File: src/rtl/fetch_queue.sv
// fetch_queue: sequential instruction fetch with a small in-order buffer.
//
// Issues word-aligned fetch requests over a request/grant bus whose responses
// return in order with variable latency. Returned words are stored with their
// PCs in a DEPTH-entry FIFO. The head entry is presented to the core. A
// redirect empties the FIFO, restarts fetch at the new PC and discards every
// response still in flight.
//
// Optional build macro: FETCHQ_BYPASS_EN. When defined, a response arriving
// while the FIFO is empty (and nothing is being discarded) is forwarded
// combinationally to Instr/PC_out/InstrValid in the same cycle.
//
// Ports
//   CLK, RST          clock (rising edge), asynchronous active-low reset
//   Redirect          core writes the PC this cycle
//   RedirectPC[31:0]  new fetch address, bits [1:0] ignored
//   Advance           core consumes the head instruction this cycle
//   IMemReq/IMemAddr  fetch request valid / word-aligned address
//   IMemGnt           request accepted this cycle
//   IMemRvalid/Rdata  in-order response valid / instruction word
//   Instr/PC_out      head instruction and its address (0 when not valid)
//   InstrValid        head entry valid
module fetch_queue #(
  parameter int DEPTH = 4
) (
  input  logic        CLK,
  input  logic        RST,
  input  logic        Redirect,
  input  logic [31:0] RedirectPC,
  input  logic        Advance,
  output logic        IMemReq,
  output logic [31:0] IMemAddr,
  input  logic        IMemGnt,
  input  logic        IMemRvalid,
  input  logic [31:0] IMemRdata,
  output logic [31:0] Instr,
  output logic [31:0] PC_out,
  output logic        InstrValid
);

  localparam int AW = (DEPTH > 1) ? $clog2(DEPTH) : 1;
  localparam int CW = $clog2(DEPTH + 1);
  localparam logic [CW:0] DEPTH_L = (CW+1)'(DEPTH);

  logic [31:0]   fetch_pc_q, fetch_pc_d;
  logic [31:0]   resp_pc_q, resp_pc_d;
  logic [31:0]   instr_mem_q [DEPTH];
  logic [31:0]   pc_mem_q    [DEPTH];
  logic [AW-1:0] rd_ptr_q, rd_ptr_d;
  logic [AW-1:0] wr_ptr_q, wr_ptr_d;
  logic [CW-1:0] count_q, count_d;
  logic [CW-1:0] outst_q, outst_d;
  logic [CW-1:0] squash_q, squash_d;

  logic [CW:0] inflight;
  logic        grant, rvalid_ok, squash_hit, head_valid;
  logic        bypass, bypass_take, push, pop_head;
  logic        unused_pc_lsbs;

  assign unused_pc_lsbs = ^RedirectPC[1:0];

  // Requests are only issued while a FIFO slot is reserved for every response.
  assign inflight   = {1'b0, outst_q} + {1'b0, count_q};
  assign IMemReq    = RST && (inflight < DEPTH_L);
  assign IMemAddr   = fetch_pc_q;
  assign grant      = IMemReq && IMemGnt;
  // A response with nothing outstanding is a protocol error and is ignored.
  assign rvalid_ok  = IMemRvalid && (outst_q != '0);
  assign squash_hit = rvalid_ok && (squash_q != '0);
  assign head_valid = (count_q != '0);

`ifdef FETCHQ_BYPASS_EN
  assign bypass = rvalid_ok && !squash_hit && !head_valid && !Redirect;
`else
  assign bypass = 1'b0;
`endif

  assign bypass_take = bypass && Advance;
  assign pop_head    = !Redirect && Advance && head_valid;
  assign push        = rvalid_ok && !squash_hit && !Redirect && !bypass_take;

  always_comb begin
    fetch_pc_d = fetch_pc_q;
    resp_pc_d  = resp_pc_q;
    rd_ptr_d   = rd_ptr_q;
    wr_ptr_d   = wr_ptr_q;
    count_d    = count_q;
    squash_d   = squash_q;
    outst_d    = outst_q + CW'(grant) - CW'(rvalid_ok);

    if (Redirect) begin
      fetch_pc_d = {RedirectPC[31:2], 2'b00};
      resp_pc_d  = {RedirectPC[31:2], 2'b00};
      rd_ptr_d   = '0;
      wr_ptr_d   = '0;
      count_d    = '0;
      // Everything still in flight after this cycle, including a request
      // granted right now, belongs to the old stream and must be dropped.
      squash_d   = outst_d;
    end else begin
      if (grant) fetch_pc_d = fetch_pc_q + 32'd4;
      if (squash_hit) squash_d = squash_q - CW'(1'b1);
      else if (rvalid_ok) resp_pc_d = resp_pc_q + 32'd4;
      if (push) wr_ptr_d = wr_ptr_q + AW'(1'b1);
      if (pop_head) rd_ptr_d = rd_ptr_q + AW'(1'b1);
      count_d = count_q + CW'(push) - CW'(pop_head);
    end
  end

  always_ff @(posedge CLK or negedge RST) begin
    if (!RST) begin
      fetch_pc_q <= '0;
      resp_pc_q  <= '0;
      rd_ptr_q   <= '0;
      wr_ptr_q   <= '0;
      count_q    <= '0;
      outst_q    <= '0;
      squash_q   <= '0;
    end else begin
      fetch_pc_q <= fetch_pc_d;
      resp_pc_q  <= resp_pc_d;
      rd_ptr_q   <= rd_ptr_d;
      wr_ptr_q   <= wr_ptr_d;
      count_q    <= count_d;
      outst_q    <= outst_d;
      squash_q   <= squash_d;
    end
  end

  // Storage needs no reset: entries are only visible through count_q.
  always_ff @(posedge CLK) begin
    if (push) begin
      instr_mem_q[wr_ptr_q] <= IMemRdata;
      pc_mem_q[wr_ptr_q]    <= resp_pc_q;
    end
  end

  always_comb begin
    InstrValid = 1'b0;
    Instr      = '0;
    PC_out     = '0;
    if (head_valid) begin
      InstrValid = 1'b1;
      Instr      = instr_mem_q[rd_ptr_q];
      PC_out     = pc_mem_q[rd_ptr_q];
    end else if (bypass) begin
      InstrValid = 1'b1;
      Instr      = IMemRdata;
      PC_out     = resp_pc_q;
    end
  end

endmodule

File: config.mk
export PLATFORM = sky130hd
export DESIGN_NAME = fetch_queue
export DESIGN_NICKNAME = d
export VERILOG_FILES = /design/src/rtl/fetch_queue.sv
export SDC_FILE = /design/constraint.sdc
export NUM_CORES = 1
export LEC_CHECK = 0
export CORE_ASPECT_RATIO = 1.2
export CORE_MARGIN = 2
export CORE_UTILIZATION = 52
export CTS_BUF_LIST = sky130_fd_sc_hd__clkbuf_2 sky130_fd_sc_hd__clkbuf_4 sky130_fd_sc_hd__clkbuf_8
export CTS_CLUSTER_SIZE = 28
export DETAILED_ROUTE_END_ITERATION = 12
export PLACE_DENSITY = 0.89
export SYNTH_ARGS = -nofsm -noshare
export SYNTH_HDL_FRONTEND = slang
export SYNTH_SLANG_ARGS = --single-unit
File: constraint.sdc
create_clock -name CLK -period 2.99 [get_ports CLK]
set_input_delay 0.598 -clock CLK [delete_from_list [all_inputs] [get_ports CLK]]
set_output_delay 0.598 -clock CLK [all_outputs]
set_load 0.01 [all_outputs]
Word level (Yosys, flattened, before mapping)
Memory sizes are Yosys's and may differ from the RTL's.
Index checks and enable logic that the tools add are counted.
{ "op_classes": {"n_addsub": 10, "n_lt_le_gt_ge": 1, "eq_ne": 1, "n_mux": 17, "reduce_logical": 19} }
{ "ops": {"columns": ["cell", "count"], "rows": [
  ["$mux 32", 7],
  ["$add 32x3->32 const B", 2],
  ["$reduce_bool 2->1", 5],
  ["$mux 3", 3],
  ["$reduce_bool 3->1", 3],
  ["$logic_and 1x1->1", 8],
  ["$mux 2", 4],
  ["$add 3x1->3", 2],
  ["$sub 3x1->3", 2],
  ["$add 2x1->2 const B", 2],
  ["$add 3x3->4", 1],
  ["$lt 4x3->1 const B", 1],
  ["$mux 1", 3],
  ["$sub 3x1->3 const B", 1],
  ["$logic_not 1->1", 2],
  ["$ne 2x2->1 const B", 1],
  ["$reduce_and 2->1", 1]
]} }
{ "word_totals": {"register_bits": 77, "mem_bits_rw": 256, "in_bits": 70, "output_inout_bits": 98, "word_cells": 57, "memories": 2} }
{ "mem_list": {"columns": ["name", "depth", "word_bits", "read_ports", "rd_ports_with_merged_regs", "write_ports", "line_no", "text"], "rows": [
  ["instr_mem_q", 4, 32, 1, 0, 1, "47", "logic [31:0] instr_mem_q [DEPTH];"],
  ["pc_mem_q", 4, 32, 1, 0, 1, "48", "logic [31:0] pc_mem_q [DEPTH];"]
]} }

Longest topological paths before layout
Gate-level depths: netlist (run 1).
{ "depth": {"depth_word": 9, "mapped_depth": 14, "mapped_depth_nobuf": 13} }

Worst setup path after synthesis (run 1)
No wires, ideal clock.
{ "synth_timing": {"kind": "input -> register", "start": "input Redirect", "end": "memory instr_mem_q[0][0], enable pin", "setup_ns": 0.427, "arrival_time_ns": 2.923, "required_time_ns": 2.563, "path_slack_ns": -0.360, "stages": 5, "path_buffers": 3, "path_cell_list": "clkbuf_1 > inv_2 > clkbuf_1 > clkbuf_1 > and3_1"} }
{ "synth_between": {"elab_chain_cells": 4} }
{ "synth_rtl": {"columns": ["element", "line_no", "text"], "rows": [
  ["start: declaration", "28", "input logic Redirect,"],
  ["$logic_not 1->1", "80", "assign push = rvalid_ok && !squash_hit && !Redirect && !bypass_take;"],
  ["$logic_and 1x1->1", "80", null],
  ["$mux 1", "132", "if (push) begin"],
  ["$mux 1 (not written as such)", "133", "instr_mem_q[wr_ptr_q] <= IMemRdata;"],
  ["end: declaration", "47", null]
]} }
Every way passes these cells.

Worst setup path in the final report (run 1)
{ "layout_timing": {"start": "register rd_ptr_q[0]", "end": "output PC_out[15]"} }
{ "layout_between": {"elab_chain_cells": 2} }
{ "layout_rtl": {"columns": ["element", "line_no", "text"], "rows": [
  ["start: declaration", "49", "logic [AW-1:0] rd_ptr_q, rd_ptr_d;"],
  ["start signal: assignment", "122", "rd_ptr_q <= rd_ptr_d;"],
  ["$mem_v2 4x32", null, null],
  ["$mux 32", "142", "if (head_valid) begin"],
  ["end: declaration", "37", "output logic [31:0] PC_out,"]
]} }
Every way passes these cells.

==> impl_metrics.yaml, run 1 <==
setup_path:
  worst_setup_path_end_kind: "primary output"
  critical-path-top-delay-family: "flip-flops"
  worstPathCellList: "buf_16 > buf_6 > buf_4 > mux4_2 > and2_4 > buf_4"
  worst_path_buf_inv: 4
  worst-r2r-cell-count: 11
  cpPeakStageDelay_ns: 0.54
  critical_path.startpoint_type: "flip-flop"
  cp_data_required_time_ns: 2.39
  critical_path.most_common_cell: "sky130_fd_sc_hd__buf_4"
  arrival_ns: 2.30
  critical_path.reg2reg.endpoint: "squash_q[2]"
  worst_setup_path_class: "reg2out"
  regToRegStartpoint: "outst_q[2]"
  worst-r2r-setup-slack_ns: 0.24
  worst-path-max-fanout: 13
  worst_path_max_delay_cell: "sky130_fd_sc_hd__dfrtp_4"
clock_network:
  h_tree_depth_reported_by_cts: 2
  cts_tree: "built"
  cts_buffers: 47
  cts.clk_slew.worst_paths_ns: 0.06
  cts_sinks: 321
  clock-root-buffer: "sky130_fd_sc_hd__clkbuf_8"
  clockBufferDepth: 3
  source_to_sink_clock_delay_at_the_later_pin_of_the_worst_skew_pair_ns: 0.55
cells_and_area:
  regArea_um2: 9279
  diode_count: 0
  finalNonFillerCells: 1499
  finalCoreUtilization: 0.6493
  fraction_of_layout_instances_using_a_drive_strength_above_1: 0.1838
  area.growth.synth_to_final_pct: 23.46
  area_of_combinational_cells_with_multiple_inputs_um2: 4566
  number_of_filler_cells_placed_in_the_layout: 1836
  final_nets: 1210
timing:
  finalSetupViolations: 0
  grt_setup_unrepaired: "true"
  maximum_clock_frequency_ghz: 0.3455
  slew_headroom: 0.3502
  clock-skew-final_ns: 0.02247
  pins_over_slew_limit: 0
  final_hold_viols: 0
  final_min_period_over_clock_period: 0.9679
  max_slew.worst_pin.slew_ns: 0.9747
  fin_crit_ns: 2.894
floorplanning:
  floorplan.core_area_um2: 26920
  floorplan.rows: 66
  die_w_um: 154.6
  die_area_um2: 28570
  dieHeight_um: 184.8
  initial_standard_cell_utilization_of_the_core: 0.5259
  ios: 168
global_routing:
  grt-ovfl-total: 0
  grt_antenna_before_repair: 0
  grt_usage: 0.2137
  via_count_of_the_first_global_routing_pass: 9110
  maximum_number_of_pins_on_one_net_before_global_route_repair: 77
  grt_first_pass_wirelength_um: 48060
drt:
  avgViaCountPerCell: 6.030
  drt_drc_violations_left: 0
  via_count: 9039
  drtPass1Iterations: 6
  ant_nets: 0
  initialDrtViolationCount: 896
  drt_wl_total_um: 30910
  route.detailed.wl_per_inst_um: 20.62
yosys:
  synth_ff_type: "sky130_fd_sc_hd__edfxtp_1"
  synth-async-reset-ratio: 0.2274
  synth.ff_latch_count: 321
  postSynthCellCount: 928
  netlist.area_leader.share: 0.5260
  yosys.area.top_type: "sky130_fd_sc_hd__edfxtp_1"
  synth_warnings: 0
  post_synth_most_frequent_cells: "sky130_fd_sc_hd__edfxtp_1, sky130_fd_sc_hd__and2_1, sky130_fd_sc_hd__dfrtp_1, sky130_fd_sc_hd__mux4_2, sky130_fd_sc_hd__nor2_1"
  post_synth_num_cell_types: 56
  number_of_flops_mapped_to_enable_cells_by_yosys: 248
  syn_avg_cell_area_um2: 15.26
  yosysSeqAreaShare: 0.6551
  syn-cell-area_um2: 14160
  yosys-top-cells-area: "sky130_fd_sc_hd__edfxtp_1, sky130_fd_sc_hd__dfrtp_1, sky130_fd_sc_hd__mux4_2, sky130_fd_sc_hd__and2_1, sky130_fd_sc_hd__a311oi_1"
  yosys.cell_count.top_type: "sky130_fd_sc_hd__edfxtp_1"
place:
  post-dp-hpwl_um: 19190
  number_of_buffer_cells_added_on_primary_ports: 161
  place.detailed.instances: 1400
  routability_congestion: 0.8563
power_and_ir_drop:
  power_leakage_nw: 6.912
  power_density_nw_per_um2: 731.9
  vdd_drop_max_mv: 0.4090
job:
  max-cap-violations: 0
outcome:
  status: "finished, final reports clean"
min_path:
  min-delay-path-class: "in2async"
[cell families (layout without fill, tap and decap cells)]
family          after synthesis  count (layout)  share of synthesized area
flops                       321             321                     0.6551
simple gates                313             313                     0.1274
compound gates              111             111                    0.06222
buf+inv                      78             306                    0.02386
mux                          70              70                     0.1049
xor+xnor                     18              18                    0.01114
fa+ha+maj                    16              16                    0.01520
other cells                   1               4                  0.0002649
[stage by stage]
step	setup TNS [ns]	cell area [µm²]	setup WS, ns	hold WS (ns)	power (mW)
detailed placement	0	16280	0.04503	0.5883	9.512
CTS	-7.941	17160	-0.1642	0.3204	12.83
finish	0	17480	0.09593	0.3090	12.79
global route	-0.02354	17480	-0.01662	0.3795	13.44
floorplan	0	14170	0.03142	0.3024	7.627
global placement	0	16280	0.1761	0.5579	9.392
[cell type report]
type                    count  area share
well taps                 340     0.02434
repair buffers            205      0.1291
multi-input cells         532      0.2612
clock inverters            20    0.005082
inverters                  17    0.003651
clock buffers              64     0.04574
flip-flops and latches    321      0.5309
[cells in the final DEF (no fill, tap or decap), drive strengths merged, types with 13 or more instances in the layout]
cell / Yosys / final
and4: 19 / 19
mux4: 62 / 62
clkbuf: 38 / 67
and3: 21 / 21
nor4: 16 / 16
dlymetal6s2s: 0 / 59
nand4: 22 / 22
nand3: 21 / 21
nor2: 53 / 53
a211oi: 13 / 13
nor2b: 22 / 22
edfxtp: 248 / 248
inv: 17 / 17
and2: 75 / 75
buf: 23 / 46
nand2: 33 / 33
ha: 14 / 14
dfrtp: 73 / 73
clkdlybuf4s50: 0 / 96
clkinv: 0 / 20
a311oi: 28 / 28
[worst max-delay path by stage]
stage / from / end / slack (ns) / cells past startpoint
after global routing: rd_ptr_q[0] / PC_out[18] / -0.02 / 6
after CTS: rd_ptr_q[0] / PC_out[8] / -0.16 / 4
after floorplan: Redirect / count_q[2] / 0.03 / 12
final: rd_ptr_q[0] / PC_out[15] / 0.1 / 6
after detailed placement: IMemGnt / squash_q[2] / 0.05 / 10
after global placement: IMemGnt / squash_q[2] / 0.18 / 10
[timing repair]
action	in CTS	in global routing
hold buffers	0	0
resized for setup	1	74
cloned	0	3
buffers inserted	0	12
endpoints found under the setup margin	63	62
pin swaps	0	0
endpoints found under the hold margin	0	0
[per-layer routing]
| layer | up-vias | track usage | share of wire | wire length, µm |
|---|---|---|---|---|
| li1 | 4056 | - | - | - |
| met1 | 4475 | 0.2794 | 0.41 | 12580 |
| met2 | 437 | 0.3602 | 0.50 | 15350 |
| met3 | 71 | 0.03786 | 0.071 | 2195 |
| met4 | 0 | 0.08259 | 0.025 | 783 |
| met5 | - | 0 | 0 | 0 |
[registers in the layout (all words and copies together) (netlist names)]
signal	count
IMemAddr	30
count_q	3
instr_mem_q	128
outst_q	3
pc_mem_q	120
rd_ptr_q	2
resp_pc_q	30
squash_q	3
wr_ptr_q	2
[power breakdown]
group / internal [mW] / switching, mW
Sequential: 5.11 / 0.315
Clock: 1.73 / 1.59
Combinational: 2.20 / 1.85
No activity file was read; power rests on OpenSTA's default activity.
==> run 2: changes to the inputs <==
- CORE_MARGIN: 2 -> 3
==> run 2 against run 1 <==
Compared with the run above:
- global-route usage decreased by 0.58 points
- sequential power hardly changed
- setup slack worse by 0.021 ns
- largest cell class unchanged
- core utilization is 0.61 points higher
- die area rose by 2.4%
- sequential cell count unchanged
- critical path depth shrank 1
- largest power group unchanged
==> impl_metrics.yaml, run 2 (same netlist as run 1, synthesis figures left out) <==
global_routing:
  grt_antenna_before_repair: 0
  grt-ovfl-total: 0
  globalRouteMet3Util: 0.04152
  most_congested_layer_reported_by_global_routing: "met2"
  grt_first_pass_wirelength_um: 48820
  grt_usage: 0.2079
  met2_usage: 0.3447
  use_met1: 0.2795
  via_count_of_the_first_global_routing_pass: 9319
  maximum_number_of_pins_on_one_net_before_global_route_repair: 75
floorplanning:
  dieHeight_um: 186.8
  die_area_um2: 29250
  floorplan.core_area_um2: 26510
  floorplan.rows: 65
  initial_standard_cell_utilization_of_the_core: 0.5340
  ios: 168
  die_w_um: 156.6
drt:
  via_count: 9153
  avgViaCountPerCell: 6.094
  initialDrtViolationCount: 889
  route.detailed.wl_per_inst_um: 20.51
  drtPass1Iterations: 5
  drt_wl_total_um: 30800
  ant_nets: 0
  drt_drc_violations_left: 0
cells_and_area:
  finalNonFillerCells: 1502
  area.growth.synth_to_final_pct: 22.73
  largestRegisters: "instr_mem_q x128, pc_mem_q x120"
  diode_count: 0
  largest_register: "instr_mem_q"
  mostFrequentLayoutCell: "sky130_fd_sc_hd__edfxtp_1"
  fraction_of_layout_instances_using_a_drive_strength_above_1: 0.1851
  layout_common_cells: "sky130_fd_sc_hd__edfxtp_1, sky130_fd_sc_hd__clkdlybuf4s50_1, sky130_fd_sc_hd__and2_1"
  final_nets: 1219
  number_of_filler_cells_placed_in_the_layout: 1842
  largest_register_ff_count: 128
setup_path:
  critical_path.startpoint_type: "flip-flop"
  arrival_ns: 2.32
  worst-r2r-setup-slack_ns: 0.26
  regToRegStartpoint: "count_q[2]"
  cp_data_required_time_ns: 2.39
  worst_setup_path_class: "reg2out"
  worst_setup_path_end_kind: "primary output"
  critPathLaunch: "rd_ptr_q[0]"
  worst-path-max-fanout: 8
timing:
  finalSetupViolations: 0
  final_min_period_over_clock_period: 0.9748
  slew_headroom: 0.3631
  fin_crit_ns: 2.915
  grt_setup_unrepaired: "false"
  final_hold_viols: 0
  tns_ns: 0
  pins_over_slew_limit: 0
  max_slew.worst_pin.slew_ns: 0.9554
  clock-skew-final_ns: 0.03060
  maximum_clock_frequency_ghz: 0.3431
power_and_ir_drop:
  vdd_drop_max_mv: 0.3638
  power_density_nw_per_um2: 744.1
  power_leakage_nw: 6.261
clock_network:
  cts_sinks: 321
  clock-root-buffer: "sky130_fd_sc_hd__clkbuf_8"
  cts.clk_slew.worst_paths_ns: 0.06
  count_of_hold_buffers_inserted_by_post_cts_repair: 0
  cts_buffers: 49
  source_to_sink_clock_delay_at_the_later_pin_of_the_worst_skew_pair_ns: 0.55
  clockBufferDepth: 3
  h_tree_depth_reported_by_cts: 2
  cts_tree: "built"
place:
  post-dp-hpwl_um: 19310
  place.detailed.instances: 1396
  number_of_buffer_cells_added_on_primary_ports: 161
  routability_congestion: 0.8567
min_path:
  min-delay-path-class: "in2async"
job:
  max-cap-violations: 0
outcome:
  status: "finished, final reports clean"
[run 2: changes by cell type in the layout (fill, tap and decap cells not counted), sizes merged]
| cell | previous run | this run |
|---|---|---|
| bufinv | 0 | 3 |
| clkbuf | 67 | 64 |
| dlygate4sd2 | 1 | 61 |
| buf | 46 | 53 |
| dlymetal6s2s | 59 | 2 |
| clkinv | 20 | 18 |
[run 2: routing by layer]
layer  vias up  part of all wire
met5         -                 0
met4         0             0.023
met3        70             0.076
met2       487              0.50
met1      4514              0.40
li1       4082                 -
[run 2: path summary, 6_finish.rpt]
path,endpoint,cells past startpoint
worst max register to register,squash_q[2],11
worst min register to register,wr_ptr_q[1],2
worst max-delay path,PC_out[15],5
worst min-delay path,outst_q[0],2
min in group CLK,count_q[2],2
max in group asynchronous,rd_ptr_q[0],2
[run 2: power breakdown]
group | switching (mW) | internal [mW] | leakage (nW)
logic | 1.84 | 2.07 | 2.66
registers | 0.315 | 5.11 | 3.08
clock network | 1.57 | 2.02 | 0.521
[run 2: area by class of cell]
class	count	area (µm²)	share of cell area
sequential	321	9279	0.5340
multi-input combinational	532	4567	0.2628
timing repair buffer	212	2067	0.1190
clock buffer	64	812.0	0.04673
tap	335	419.2	0.02412
clock inverter	21	167.7	0.009649
inverter	17	63.81	0.003673
[run 2: timing repair]
action,4_1_cts,5_1_grt
buffers inserted,8,13
gates resized for setup,66,2
endpoints found under the setup margin,61,6
[run 2: per-stage QoR]
stage	total power, mW	setup WS [ns]	instance area [µm²]	utilization	hold WS [ns]
CTS	12.93	-0.003642	17260	0.6510	0.3198
floorplan	7.627	0.03142	14170	-	0.3024
finish	12.93	0.07537	17380	0.6554	0.3062
global placement	9.415	0.2086	16280	0.6139	0.5585
detailed placement	9.531	0.1376	16280	0.6139	0.5728
global route	13.59	0.01972	17380	0.6554	0.3710
[run 2: critical path, stage by stage (launching register included)]
cell	delay, ns
sky130_fd_sc_hd__dfrtp_4	0.55
sky130_fd_sc_hd__buf_12	0.17
sky130_fd_sc_hd__buf_4	0.13
sky130_fd_sc_hd__mux4_2	0.44
sky130_fd_sc_hd__and2_1	0.17
sky130_fd_sc_hd__dlygate4sd2_1	0.31
==> run 3: changes to the inputs <==
- GPL_TIMING_DRIVEN: not set -> 1
==> results of run 3 <==
Same layout as run 2: the final DEF is identical, and so are final timing and power.
